### config.mk
export PLATFORM = sky130hd
export DESIGN_NAME = mem_arbiter
export DESIGN_NICKNAME = d
export VERILOG_FILES = /design/src/rtl/mem_arbiter.sv
export SDC_FILE = /design/constraint.sdc
export NUM_CORES = 1
export LEC_CHECK = 0
export ABC_AREA = 1
export CORE_UTILIZATION = 25
export CTS_BUF_LIST = sky130_fd_sc_hd__clkbuf_8
export CTS_CLUSTER_DIAMETER = 50
export DETAILED_ROUTE_END_ITERATION = 12
export PLACE_DENSITY_LB_ADDON = 0.05
export SYNTH_ARGS = -nofsm -noshare
export SYNTH_HDL_FRONTEND = slang
export SYNTH_SLANG_ARGS = --single-unit
### constraint.sdc
create_clock -name CLK -period 3.7 [get_ports CLK]
set_input_delay 0.74 -clock CLK [delete_from_list [all_inputs] [get_ports CLK]]
set_output_delay 0.74 -clock CLK [all_outputs]
set_load 0.05 [all_outputs]
### src/rtl/mem_arbiter.sv
// mem_arbiter: shares one single-port RAM between instruction fetch and data
// load/store (data first), with a halt drain/freeze and an access timeout.
module mem_arbiter #(
  parameter int TIMEOUT = 255,
  parameter int WORD_W  = 32
) (
  input  logic              CLK,
  input  logic              nRST,
  input  logic              iREN,
  input  logic [WORD_W-1:0] iaddr,
  input  logic              dREN,
  input  logic              dWEN,
  input  logic [WORD_W-1:0] daddr,
  input  logic [WORD_W-1:0] dstore,
  input  logic              halt,
  input  logic [WORD_W-1:0] ramload,
  input  logic              ramready,
  output logic              iwait,
  output logic              dwait,
  output logic [WORD_W-1:0] iload,
  output logic [WORD_W-1:0] dload,
  output logic              ramREN,
  output logic              ramWEN,
  output logic [WORD_W-1:0] ramaddr,
  output logic [WORD_W-1:0] ramstore,
  output logic              halted,
  output logic              err
);

  // Handshake: a requester holds its request (and address/data) high until it
  // sees its wait low for one cycle; the RAM completes an access by raising
  // ramready for one cycle while an enable is high. Requests seen during the
  // completion cycle are ignored so a still-held request is not serviced twice.

  localparam int CNT_W = (TIMEOUT < 2) ? 1 : $clog2(TIMEOUT);
  localparam logic [CNT_W-1:0] CNT_LAST = CNT_W'(TIMEOUT - 1);

  typedef enum logic [2:0] {
    IDLE   = 3'd0,
    IACC   = 3'd1,
    DACC   = 3'd2,
    DONE   = 3'd3,
    HALTED = 3'd4
  } state_t;

  state_t            state_q;
  logic [CNT_W-1:0]  cnt_q;
  logic              write_q;
  logic              halt_seen_q;
  logic              iwait_q;
  logic              dwait_q;
  logic [WORD_W-1:0] iload_q;
  logic [WORD_W-1:0] dload_q;
  logic              ramren_q;
  logic              ramwen_q;
  logic [WORD_W-1:0] ramaddr_q;
  logic [WORD_W-1:0] ramstore_q;
  logic              halted_q;
  logic              err_q;

  always_ff @(posedge CLK) begin
    if (!nRST) begin
      state_q     <= IDLE;
      cnt_q       <= '0;
      write_q     <= 1'b0;
      halt_seen_q <= 1'b0;
      iwait_q     <= 1'b1;
      dwait_q     <= 1'b1;
      iload_q     <= '0;
      dload_q     <= '0;
      ramren_q    <= 1'b0;
      ramwen_q    <= 1'b0;
      ramaddr_q   <= '0;
      ramstore_q  <= '0;
      halted_q    <= 1'b0;
      err_q       <= 1'b0;
    end else begin
      case (state_q)
        IDLE: begin
          iwait_q     <= 1'b1;
          dwait_q     <= 1'b1;
          halt_seen_q <= 1'b0;
          cnt_q       <= '0;
          if (halt) begin
            state_q  <= HALTED;
            halted_q <= 1'b1;
          end else if (dREN || dWEN) begin
            // Simultaneous read and write is illegal; it is serviced as a write.
            state_q    <= DACC;
            write_q    <= dWEN;
            ramaddr_q  <= daddr;
            ramstore_q <= dstore;
            ramren_q   <= ~dWEN;
            ramwen_q   <= dWEN;
            if (dREN && dWEN) begin
              err_q <= 1'b1;
            end
          end else if (iREN) begin
            state_q   <= IACC;
            write_q   <= 1'b0;
            ramaddr_q <= iaddr;
            ramren_q  <= 1'b1;
            ramwen_q  <= 1'b0;
          end
        end

        IACC, DACC: begin
          if (halt) begin
            halt_seen_q <= 1'b1;
          end
          if (ramready) begin
            state_q  <= DONE;
            ramren_q <= 1'b0;
            ramwen_q <= 1'b0;
            if (state_q == IACC) begin
              iload_q <= ramload;
              iwait_q <= 1'b0;
            end else begin
              if (!write_q) begin
                dload_q <= ramload;
              end
              dwait_q <= 1'b0;
            end
          end else if (cnt_q == CNT_LAST) begin
            // Abandoned access: reads return zero and the error flag sticks.
            state_q  <= DONE;
            ramren_q <= 1'b0;
            ramwen_q <= 1'b0;
            err_q    <= 1'b1;
            if (state_q == IACC) begin
              iload_q <= '0;
              iwait_q <= 1'b0;
            end else begin
              if (!write_q) begin
                dload_q <= '0;
              end
              dwait_q <= 1'b0;
            end
          end else begin
            cnt_q <= cnt_q + CNT_W'(1);
          end
        end

        DONE: begin
          iwait_q <= 1'b1;
          dwait_q <= 1'b1;
          if (halt || halt_seen_q) begin
            state_q  <= HALTED;
            halted_q <= 1'b1;
          end else begin
            state_q <= IDLE;
          end
        end

        HALTED: begin
          halted_q <= 1'b1;
          iwait_q  <= 1'b1;
          dwait_q  <= 1'b1;
          ramren_q <= 1'b0;
          ramwen_q <= 1'b0;
        end

        default: begin
          state_q <= IDLE;
        end
      endcase
    end
  end

  assign iwait    = iwait_q;
  assign dwait    = dwait_q;
  assign iload    = iload_q;
  assign dload    = dload_q;
  assign ramREN   = ramren_q;
  assign ramWEN   = ramwen_q;
  assign ramaddr  = ramaddr_q;
  assign ramstore = ramstore_q;
  assign halted   = halted_q;
  assign err      = err_q;

endmodule
==> Word-level counts from Yosys, hierarchy flattened <==
Cells that the tools add are included.
{ "totals": {"register_bits": 147} }
{ "classes": {"n_reduce_logical": 23, "eq_ne": 17, "bitwise_logic": 5, "addsub": 1, "n_mux": 50} }
{ "op_table": {"columns": ["cell", "n"], "rows": [
  ["32-bit 2-to-1 mux", 12],
  ["1-bit 2-to-1 mux", 21],
  ["3-bit 2-to-1 mux", 6],
  ["2-bit inequality test, second input constant", 9],
  ["3-bit AND reduction", 6],
  ["8-bit 2-to-1 mux", 2],
  ["8-bit one-hot mux with 2 select lines", 1],
  ["3-bit one-hot mux with 4 select lines", 1],
  ["1-bit one-hot mux with 3 select lines", 3],
  ["8-bit by 1-bit adder with 8-bit output, second input constant", 1],
  ["8-bit equality test, second input constant", 1],
  ["1-bit one-hot mux with 2 select lines", 4],
  ["4-bit AND reduction", 2],
  ["2-bit nonzero test", 4],
  ["3-bit by 2-bit equality test with 1-bit output, second input constant", 2],
  ["3-bit inequality test, second input constant", 2],
  ["6-bit AND reduction", 1],
  ["3-bit nonzero test", 2],
  ["1-bit NOT", 5],
  ["4-bit inequality test, second input constant", 1],
  ["2-bit AND reduction", 2],
  ["3-bit by 1-bit equality test with 1-bit output, second input constant", 1],
  ["3-bit equality test, second input constant", 1],
  ["3-bit logical NOT", 1],
  ["4 further kinds", 5]
]} }

==> Longest topological paths before layout <==
Gate-level depths: netlist (run 1).
{ "logic_depth": {"depth_word": 5, "depth_mapped": 11, "ltp_nobuf": 11} }

==> Least setup slack after synthesis (run 1) <==
OpenSTA, ideal clock, no wires.
{ "synth_timing": {"path_type": "input -> register", "startpoint": "input dREN", "endpoint": "register ramaddr_q[0] (netlist: ramaddr[0])", "required_time_ns": 3.578, "t_arrival_ns": 1.556, "setup_slack_ns": 2.023, "cell_stages": 8, "n_path_buf": 2, "cell_sequence": "inv_1 -> nand2_1 -> nor2_1 -> nor2_4 -> buf_6 -> buf_6 -> o21ai_1 -> a21oi_1"} }
{ "synth_between": {"elab_chain_len": 3, "word_cells_on_any_way": 4, "cone_classes": "mux (1); reduce/logical (3)"} }
{ "synth_rtl": {"columns": ["element", "line", "rtl"], "rows": [
  ["from (decl)", "11", "input logic dREN,"],
  ["1-bit logical OR *", "87", "end else if (dREN || dWEN) begin"],
  ["2-bit nonzero test (no line)", null, null],
  ["3-bit AND reduction (no line)", null, null],
  ["to (signal assigned)", "91", "ramaddr_q <= daddr;"],
  ["to (signal assigned)", "101", "ramaddr_q <= iaddr;"],
  ["to (decl)", "56", "logic [WORD_W-1:0] ramaddr_q;"]
]} }
Mark *: on every way between the ends. The rest lies on a longest branch, timed or not.
A chain may end at the register's enable or synchronous reset.

==> Worst setup path after layout (run 1) <==
{ "layout_timing": {"startpoint": "register iload_q[14] (netlist: iload[14])", "endpoint": "output iload[14]"} }
{ "layout_lines": {"columns": ["element", "line", "rtl"], "rows": [
  ["from (decl)", "52", "logic [WORD_W-1:0] iload_q;"],
  ["from (signal assigned)", "116", "iload_q <= ramload;"],
  ["to (decl)", "20", "output logic [WORD_W-1:0] iload,"]
]} }
No word-level cell between the ends.

==> results of run 1 <==
## layout make-up
| class | instances | area (sq um) | area share [%] |
|---|---|---|---|
| multi-input cells | 534 | 2596 | 28.03 |
| flip-flops and latches | 147 | 2943 | 31.77 |
| clock buffers | 18 | 247.7 | 2.674 |
| repair buffers | 277 | 2740 | 29.58 |
| diodes | 2 | 5.005 | 0.05402 |
| well taps | 319 | 399.1 | 4.308 |
| inverters | 54 | 202.7 | 2.188 |
| clock inverters | 14 | 130.1 | 1.405 |
## power groups by stage
| stage | combinational, W | sequential (W) | clock, W |
|---|---|---|---|
| floorplan | 0.000816 | 0.00301 | 0 |
| global placement | 0.00265 | 0.00208 | 0 |
| detailed placement | 0.00265 | 0.00208 | 0 |
| CTS | 0.00265 | 0.00204 | 0.00129 |
| global route | 0.00281 | 0.00208 | 0.00136 |
| finish | 0.00262 | 0.00204 | 0.00123 |
## kinds of logic (layout without fill, tap and decap cells)
logic type                 count (synthesis)  in the layout  synth area share, %
DFF                                      147            147                49.15
adders and majority gates                  2              2               0.4179
and+or+nand+nor                          316            316                21.92
AOI/OAI and AO/OA                        182            182                15.30
muxes                                     32             32                5.350
buffers and inverters                    104            363                7.565
other                                      0              2                    0
xor gates and xnor gates                   2              2               0.2926
## final timing paths
| path | slack [ns] | end | depth (start not counted) |
|---|---|---|---|
| worst max-delay path | 1.33 | iload[14] | 1 |
| worst min-delay path | 0.46 | iwait | 2 |
| worst max register to register | 1.61 | dload[12] | 10 |
| worst min register to register | 0.46 | iwait | 2 |
## layer usage
metal	global-route usage [%]	part of all wire [%]	vias up
met5	0	0	-
met4	4.902	1.2	0
met3	5.040	6.0	11
met2	26.37	48	142
met1	19.08	45	2569
li1	-	-	3049
## Yosys cell counts (4+ instances only)
| master | count | area [sq um] |
|---|---|---|
| a21oi_1 | 110 | 550.5 |
| clkbuf_1 | 23 | 86.33 |
| o21ai_0 | 50 | 250.2 |
| o21ai_1 | 20 | 100.1 |
| buf_2 | 20 | 100.1 |
| nand2_1 | 154 | 578.1 |
| mux2i_1 | 32 | 320.3 |
| nor2_1 | 107 | 401.6 |
| dfxtp_1 | 147 | 2943 |
| buf_6 | 4 | 45.04 |
| inv_1 | 51 | 191.4 |
| nand3_1 | 38 | 190.2 |
## worst reg2reg max path: cells and delay by family, from the launching register on
| kind | cells | cell delay, ns |
|---|---|---|
| DFF | 1 | 0.36 |
| buffers and inverters | 2 | 0.40 |
| adders and majority gates | 1 | 0.15 |
| AOI/OAI and AO/OA | 1 | 0.12 |
| and+or+nand+nor | 6 | 0.99 |
## stage by stage
stage | utilization (%) | power, W | std cells | cell area [sq um] | hold WS, ns
after global placement | 37.84 | 0.004729 | 1331 | 8881 | 0.4486
after global routing | 39.47 | 0.006247 | 1365 | 9264 | 0.4776
after CTS | 39.45 | 0.005991 | 1363 | 9259 | 0.4599
after floorplan | - | 0.003829 | 785 | 5987 | 0.4414
after detailed placement | 37.84 | 0.004723 | 1331 | 8881 | 0.4439
final | 39.47 | 0.005887 | 1365 | 9264 | 0.4606
## flip-flops by register name (all words and copies together) (netlist names)
register	flops
dwait	1
err	1
dload	32
ramWEN	1
ramREN	1
ramstore	32
halt_seen_q	1
write_q	1
halted	1
cnt_q	8
iload	32
ramaddr	32
state_q	3
iwait	1
==> key figures, run 1 <==
Run status
  – Status: completed

Logic synthesis
  – Synth async-reset ratio: 0%
  – Yosys cell types: 30
  – Sequential share of the synthesized area: 49.15%
  – Synth Cell Area: 5987 sq um
  – EDFF count, synth: 0
  – Ys Warns: 0
  – #FFs+latches synth: 147
  – Commonest register cell after synthesis: dfxtp_1
  – Syn_area_per_cell: 7.627 sq um
  – Post-Syn Nets: 922
  – Synthesized instance count: 785

STA
  – Tightest Pin Transition: 0.9882 ns
  – Final Hold Fails: 0
  – Max-slew violations: 0
  – Final worst-path cycle share: 63.96%
  – TNS Setup: 0 ns
  – Fmax achieved: around 420 MHz
  – RSZ-0062 raised after global routing: no
  – Minimum clock period: 2.366 ns
  – Setup ws final: approximately 1.3 ns
  – # setup viols final: 0
  – Clock Skew: roughly 0.013 ns
  – Rel. slew slack: between 30% and 40%

GRT
  – Total gr overflow: 0
  – Total GRT Usage: 15.76%
  – Antenna violations before repair: 2
  – First-pass GRT wire length: about 30,000 um
  – Vias in the first global route: approximately 5,500
  – Pin count of the biggest net entering global routing: 96

Setup path
  – CP endpoint kind: output port
  – Worst Path Buf+Inv: 1
  – CP startpoint: iload[14]
  – Worst path cell trace: clkdlybuf4s50_1
  – Crit path kind: reg -> out
  – Worst-path maximum fanout: 2
  – FF-to-FF Start: cnt_q[0]
  – Top delay family on crit path: buffers and inverters
  – Worst Path Required: ~3.0 ns
  – Critical Path Slowest Stage Cell: clkdlybuf4s50_1
  – Worst EP arrival: 1.63 ns
  – Critical path launch point type: flop
  – Largest stage delay on the critical path: 0.85 ns

Pwr
  – Switching pwr: roughly 0.0026 W
  – Combinational power share: 44.5%
  – Pwr Density: 635.5 nW/um^2
  – Maximum VDD drop: 0.1992 mV
  – Sw Ratio: 43.99%
  – Cell-internal power: 0.003297 W
  – Clk pwr share: between 20% and 30%
  – Leak: 3.563 nW
  – Reg power frac: 34.6%

Hold path
  – Hold crit path type: reg -> reg
  – HP Start: iwait

Floorplanning
  – Die H: 156.8 um
  – I/O pins: 269
  – Die width: 156.8 um
  – Initial core utilization: 25.51%
  – Row count: 56
  – Core area: between 20,000 and 25,000 sq um
  – Die Area: 24,570 sq um

Drt
  – Initial drt markers: 217
  – TritonRoute pass-1 iters: 4
  – Final ANT Viol Nets: 0
  – Final WL: 19,520 um
  – WL/cell: between 10 and 15 um
  – Via/cell ratio: between 4 and 5
  – Drt drc: 0
  – Via count: 5,771

Job
  – Max cap viols: 0

Placement
  – GP Congestion: 0.7261
  – Pre-CTS WS: 1.127 ns
  – Port Buf Inserts: 268
  – Dpl hpwl: 13,080 um

CTS
  – H-Tree Depth: 4
  – CTS tree: done
  – Clock root buffer: clkbuf_8
  – Hold Buf Count CTS: 0
  – Clk_lat worst skew: roughly 0.44 ns
  – Post_cts resized: 0
  – TritonCTS Sinks: ~150
  – Max Buffers Root-to-Sink: 2
  – Number of buffers created by CTS: 17
  – Clock Pin Slew Worst Setup and Hold Paths: 0.09 ns
  – Post-CTS Setup Inserts: 0

Finish
  – Area growth syn-to-layout: 54.73%
  – Layout cell share with drive strength beyond 1: 5.172%
  – Most frequent cells in the layout: clkdlybuf4s50_1, nand2_1, dfxtp_1
  – Nets@finish: 1,168
  – Fillcell total: 2,474
  – Commonest non-fill, non-tap cell in the layout: clkdlybuf4s50_1
(Power assumes the default switching activity.)
==> run 2, diff against run 1 <==
==> constraint.sdc (replaced) <==
create_clock -name CLK -period 2.35 [get_ports CLK]
set_input_delay 0.47 -clock CLK [delete_from_list [all_inputs] [get_ports CLK]]
set_output_delay 0.47 -clock CLK [all_outputs]
set_load 0.05 [all_outputs]
==> run 2 against run 1 <==
- die area stayed put
- clock power increased by 73%
- wire length grew 0.72%
- flip-flop and latch count did not move
- via count is 0.66% higher
- setup slack worse by 1.1 ns
- hold slack got worse by 0.042 ns
- power up 62%
- clock skew up 0.0028 ns
- critical path type unchanged
- highest routed layer unchanged
==> key figures, run 2 (synthesis results as in run 1) <==
Floorplanning
  – Core area: 23,470 sq um
  – I/O pins: around 270
  – Die H: 156.8 um
  – Die width: 156.8 um
  – Initial core utilization: 25.51%
  – Row count: 56
  – Die Area: 24,570 sq um

GRT
  – Total GRT Usage: roughly 16%
  – Pin count of the biggest net entering global routing: 79
  – GR Util met3: 4.569%
  – Total gr overflow: 0
  – Antenna violations before repair: 0
  – Busiest layer in global routing: met2
  – Vias in the first global route: 5,592
  – M1 GR Usage: approximately a fifth
  – Met2 GRT Util: between 20 and 30%
  – First-pass GRT wire length: 30,600 um

Finish
  – Layout cell share with drive strength beyond 1: 5.905%
  – Antenna Cells: 0
  – Most frequent cells in the layout: clkdlybuf4s50_1, nand2_1, dfxtp_1
  – Multi-input gate area: around 2600 sq um
  – Nets@finish: roughly 1,200
  – Storage element area: about 2900 sq um
  – Commonest non-fill, non-tap cell in the layout: clkdlybuf4s50_1
  – Area growth syn-to-layout: 57.49%
  – Fillcell total: ~2,500

CTS
  – Clock Pin Slew Worst Setup and Hold Paths: 0.09 ns
  – Post_cts resized: 0
  – CTS tree: done
  – Hold Buf Count CTS: 0
  – Number of buffers created by CTS: 17
  – Clock root buffer: clkbuf_8
  – H-Tree Depth: 4
  – Clk_lat worst skew: ~0.45 ns
  – Post-CTS Setup Inserts: 0
  – Max Buffers Root-to-Sink: 2
  – TritonCTS Sinks: 147

Setup path
  – Worst Path Buf+Inv: 1
  – R2r setup slk: about 0.48 ns
  – Worst-path maximum fanout: 2
  – Largest stage delay on the critical path: 0.85 ns
  – R2R depth: 11
  – CP endpoint kind: output port
  – Worst path cell trace: clkdlybuf4s50_1
  – Crit path depth: 1
  – Worst EP arrival: 1.64 ns
  – RR Endpoint: dload[0]
  – Critical Path End: dload[7]
  – Crit path kind: reg -> out
  – CP startpoint: dload[7]
  – FF-to-FF Start: cnt_q[0]
  – Worst Path Required: 1.88 ns
  – Critical path launch point type: flop
  – Critical Path Slowest Stage Cell: clkdlybuf4s50_1
  – Top delay family on crit path: buffers and inverters

Placement
  – Dpl hpwl: 13,660 um
  – GP Congestion: ~0.75
  – Port Buf Inserts: 268
  – Pre-CTS WS: 0.1817 ns

Drt
  – TritonRoute pass-1 iters: 4
  – Drt drc: 0
  – Final ANT Viol Nets: 0
  – Via/cell ratio: 4.243
  – Initial drt markers: 247
  – Final WL: 19,660 um
  – WL/cell: 14.36 um
  – Via count: 5,809

Pwr
  – Total power: between 0.009 and 0.01 W
  – Maximum VDD drop: 0.3834 mV
  – Leak: 3.659 nW
  – Pwr Density: 1012 nW/um^2

STA
  – Tightest Pin Transition: 0.6547 ns
  – Final Hold Fails: 0
  – RSZ-0062 raised after global routing: no
  – Max-slew violations: 0
  – # setup viols final: 0
  – Setup ws final: 0.2363 ns
  – Final worst-path cycle share: 89.94%
  – TNS Setup: 0 ns
  – Minimum clock period: 2.114 ns
  – Rel. slew slack: 56.35%
  – Clock Skew: 0.01545 ns
  – Fmax achieved: 473.1 MHz

Job
  – Max cap viols: 0

Run status
  – Status: completed

Hold path
  – Hold crit path type: in -> reg
run 2: how the worst min path moves through the flow:
| stage | cells past startpoint | slack (ns) | to | from |
|---|---|---|---|---|
| after floorplan | 2 | 0.44 | halt_seen_q | halt_seen_q |
| after global placement | 2 | 0.44 | iwait | iwait |
| after detailed placement | 2 | 0.44 | iwait | iwait |
| after CTS | 4 | 0.39 | iwait | nRST |
| after global routing | 4 | 0.41 | iwait | nRST |
| final | 4 | 0.42 | iwait | nRST |
run 2: per-stage QoR:
stage	utilization, %	hold slack (ns)	area [sq um]	cells
2_1_floorplan	-	0.4414	5987	785
3_3_place_gp	38.38	0.4438	9009	1338
3_5_place_dp	38.38	0.4426	9009	1338
4_1_cts	40.17	0.3888	9429	1369
5_1_grt	40.17	0.4149	9429	1369
6_report	40.17	0.4187	9429	1369
run 2: routing by layer:
metal  routed length, um  share of wire [%]
met5                   0                  0
met3                1087                5.5
met4                 305                1.6
met2                9401                 48
met1                8865                 45
run 2: cell type report:
type	count	area share [%]
multi-input cells	534	27.53
clock inverters	13	1.831
flip-flops and latches	147	31.21
repair buffers	284	30.41
inverters	54	2.150
well taps	319	4.233
clock buffers	18	2.627
run 2: report_power, final:
group          internal [W]  switching, W  total, W
Sequential          0.00296      0.000253   0.00321
Combinational       0.00142       0.00278   0.00420
Clock               0.00110       0.00104   0.00213
Total               0.00547       0.00407   0.00954
==> run 3, diff against run 2 <==
--- a/config.mk
+++ b/config.mk
@@ -6,6 +6,8 @@
 export NUM_CORES = 1
 export LEC_CHECK = 0
 export ABC_AREA = 1
+export ABC_CLOCK_PERIOD_IN_PS = 2350
+export CORE_MARGIN = 4
 export CORE_UTILIZATION = 25
 export CTS_BUF_LIST = sky130_fd_sc_hd__clkbuf_8
 export CTS_CLUSTER_DIAMETER = 50
==> run 3 against run 2 <==
- sequential share of layout area is 0.14 points higher
- flip-flop and latch count stayed put
- die area up 7.8%
- wire length grew 3.3%
- clock skew up 0.0021 ns
- power shrank 1.2%
- via count shrank 0.31%
- sequential power about the same
- register-to-register slack improved by 0.07 ns
- core utilization down 0.30 points
- non-clock buffer count stayed put
- fmax fell by 0.81%
- critical endpoint is now iwait
- highest routed layer unchanged
==> key figures, run 3 (synthesis results as in run 1) <==
CTS
  – CTS tree: done
  – TritonCTS Sinks: 147
  – H-Tree Depth: 4
  – Post_cts resized: 0
  – Clk_lat worst skew: between 0.4 and 0.5 ns
  – Max Buffers Root-to-Sink: 2
  – Clock root buffer: clkbuf_8
  – Number of buffers created by CTS: 17
  – Clock Pin Slew Worst Setup and Hold Paths: 0.08 ns
  – Hold Buf Count CTS: 0
  – Post-CTS Setup Inserts: 0

STA
  – Rel. slew slack: 56.22%
  – TNS Setup: 0 ns
  – Minimum clock period: 2.131 ns
  – Clock Skew: approximately 0.018 ns
  – RSZ-0062 raised after global routing: no
  – Fmax achieved: 469.3 MHz
  – # setup viols final: 0
  – Final Hold Fails: 0
  – Max-slew violations: 0
  – Tightest Pin Transition: 0.6567 ns
  – Setup ws final: 0.2191 ns
  – Final worst-path cycle share: about nine tenths

Finish
  – Area growth syn-to-layout: 56.78%
  – Antenna Cells: 0
  – Layout cell share with drive strength beyond 1: 5.994%
  – Commonest non-fill, non-tap cell in the layout: clkdlybuf4s50_1
  – Non-Filler Cell Area, Final: 9387 sq um
  – Final Instance Count excl. Fillers: 1,370
  – Most frequent cells in the layout: clkdlybuf4s50_1, nand2_1, dfxtp_1
  – Nets@finish: 1,175

Drt
  – Final WL: 20,300 um
  – Drt drc: 0
  – WL/cell: 14.82 um
  – Initial drt markers: 340
  – TritonRoute pass-1 iters: 4
  – Final ANT Viol Nets: 0
  – Via/cell ratio: 4.227
  – Via count: a little under 6,000

Run status
  – Status: completed

Setup path
  – Worst-path maximum fanout: 2
  – Worst path cell trace: clkdlybuf4s50_1
  – CP endpoint kind: output port
  – Worst Path Required: 1.88 ns
  – Crit path kind: reg -> out
  – Worst Path Buf+Inv: 1
  – Largest stage delay on the critical path: between 0.8 and 0.9 ns
  – Top delay family on crit path: buffers and inverters
  – Critical path launch point type: flop
  – Critical Path Slowest Stage Cell: clkdlybuf4s50_1
  – Worst EP arrival: 1.66 ns

Floorplanning
  – Initial core utilization: 25.43%
  – Die H: 162.8 um
  – Core area: 23,540 sq um
  – Die Area: 26,490 sq um
  – Die width: 162.8 um
  – Row count: 56
  – I/O pins: 269

Pwr
  – Leak: approximately 3.6 nW
  – Maximum VDD drop: 0.3467 mV
  – Pwr Density: between 1000 and 1500 nW/um^2

Placement
  – Pre-CTS WS: approximately 0.26 ns
  – Dpl cell area: 8996 sq um
  – Port Buf Inserts: 268
  – Dpl hpwl: about 15,000 um
  – GP Congestion: about 0.73
  – Cells after DPL: 1,338

Hold path
  – Hold crit path type: in -> reg

GRT
  – Pin count of the biggest net entering global routing: 73
  – Antenna violations before repair: 0
  – Total GRT Usage: 15.09%
  – First-pass GRT wire length: 31,330 um
  – Vias in the first global route: about 5,700
  – Total gr overflow: 0

Job
  – Max cap viols: 0
==> run 3: cell type report <==
cell class / count / area [sq um]
clock inverters: 14 / 142.6
clock buffers: 18 / 247.7
well taps: 319 / 399.1
inverters: 54 / 202.7
flip-flops and latches: 147 / 2943
fillers: 2552 / 14160
multi-input cells: 534 / 2596
repair buffers: 284 / 2855
==> run 3: metal layers <==
metal	track usage, %	up-vias	share of wire [%]
met1	18.93	2571	44
met3	4.176	16	6.1
li1	-	3059	-
met5	0	-	0
met2	25.51	145	49
met4	4.194	0	1.2
==> run 3: final timing paths <==
check / slack, ns / startpoint / cells after the start / endpoint
max: 0.22 / iwait / 1 / iwait
min: 0.38 / nRST / 4 / iwait
max reg2reg: 0.55 / cnt_q[1] / 9 / dload[25]
min reg2reg: 0.46 / halted / 2 / halted
==> run 3: power breakdown <==
part | switching [W] | internal [W]
logic | 0.00280 | 0.00143
registers | 0.000245 | 0.00296
clock network | 0.00110 | 0.000900
total | 0.00414 | 0.00528
==> run 3: per-stage QoR <==
step	utilization, %	hold slack (ns)	total power, W
after floorplan	-	0.4414	0.006029
after global placement	38.21	0.4459	0.007551
after detailed placement	38.21	0.4475	0.007541
after CTS	39.87	0.3548	0.009594
after global routing	39.87	0.3685	0.01001
final	39.87	0.3846	0.009426
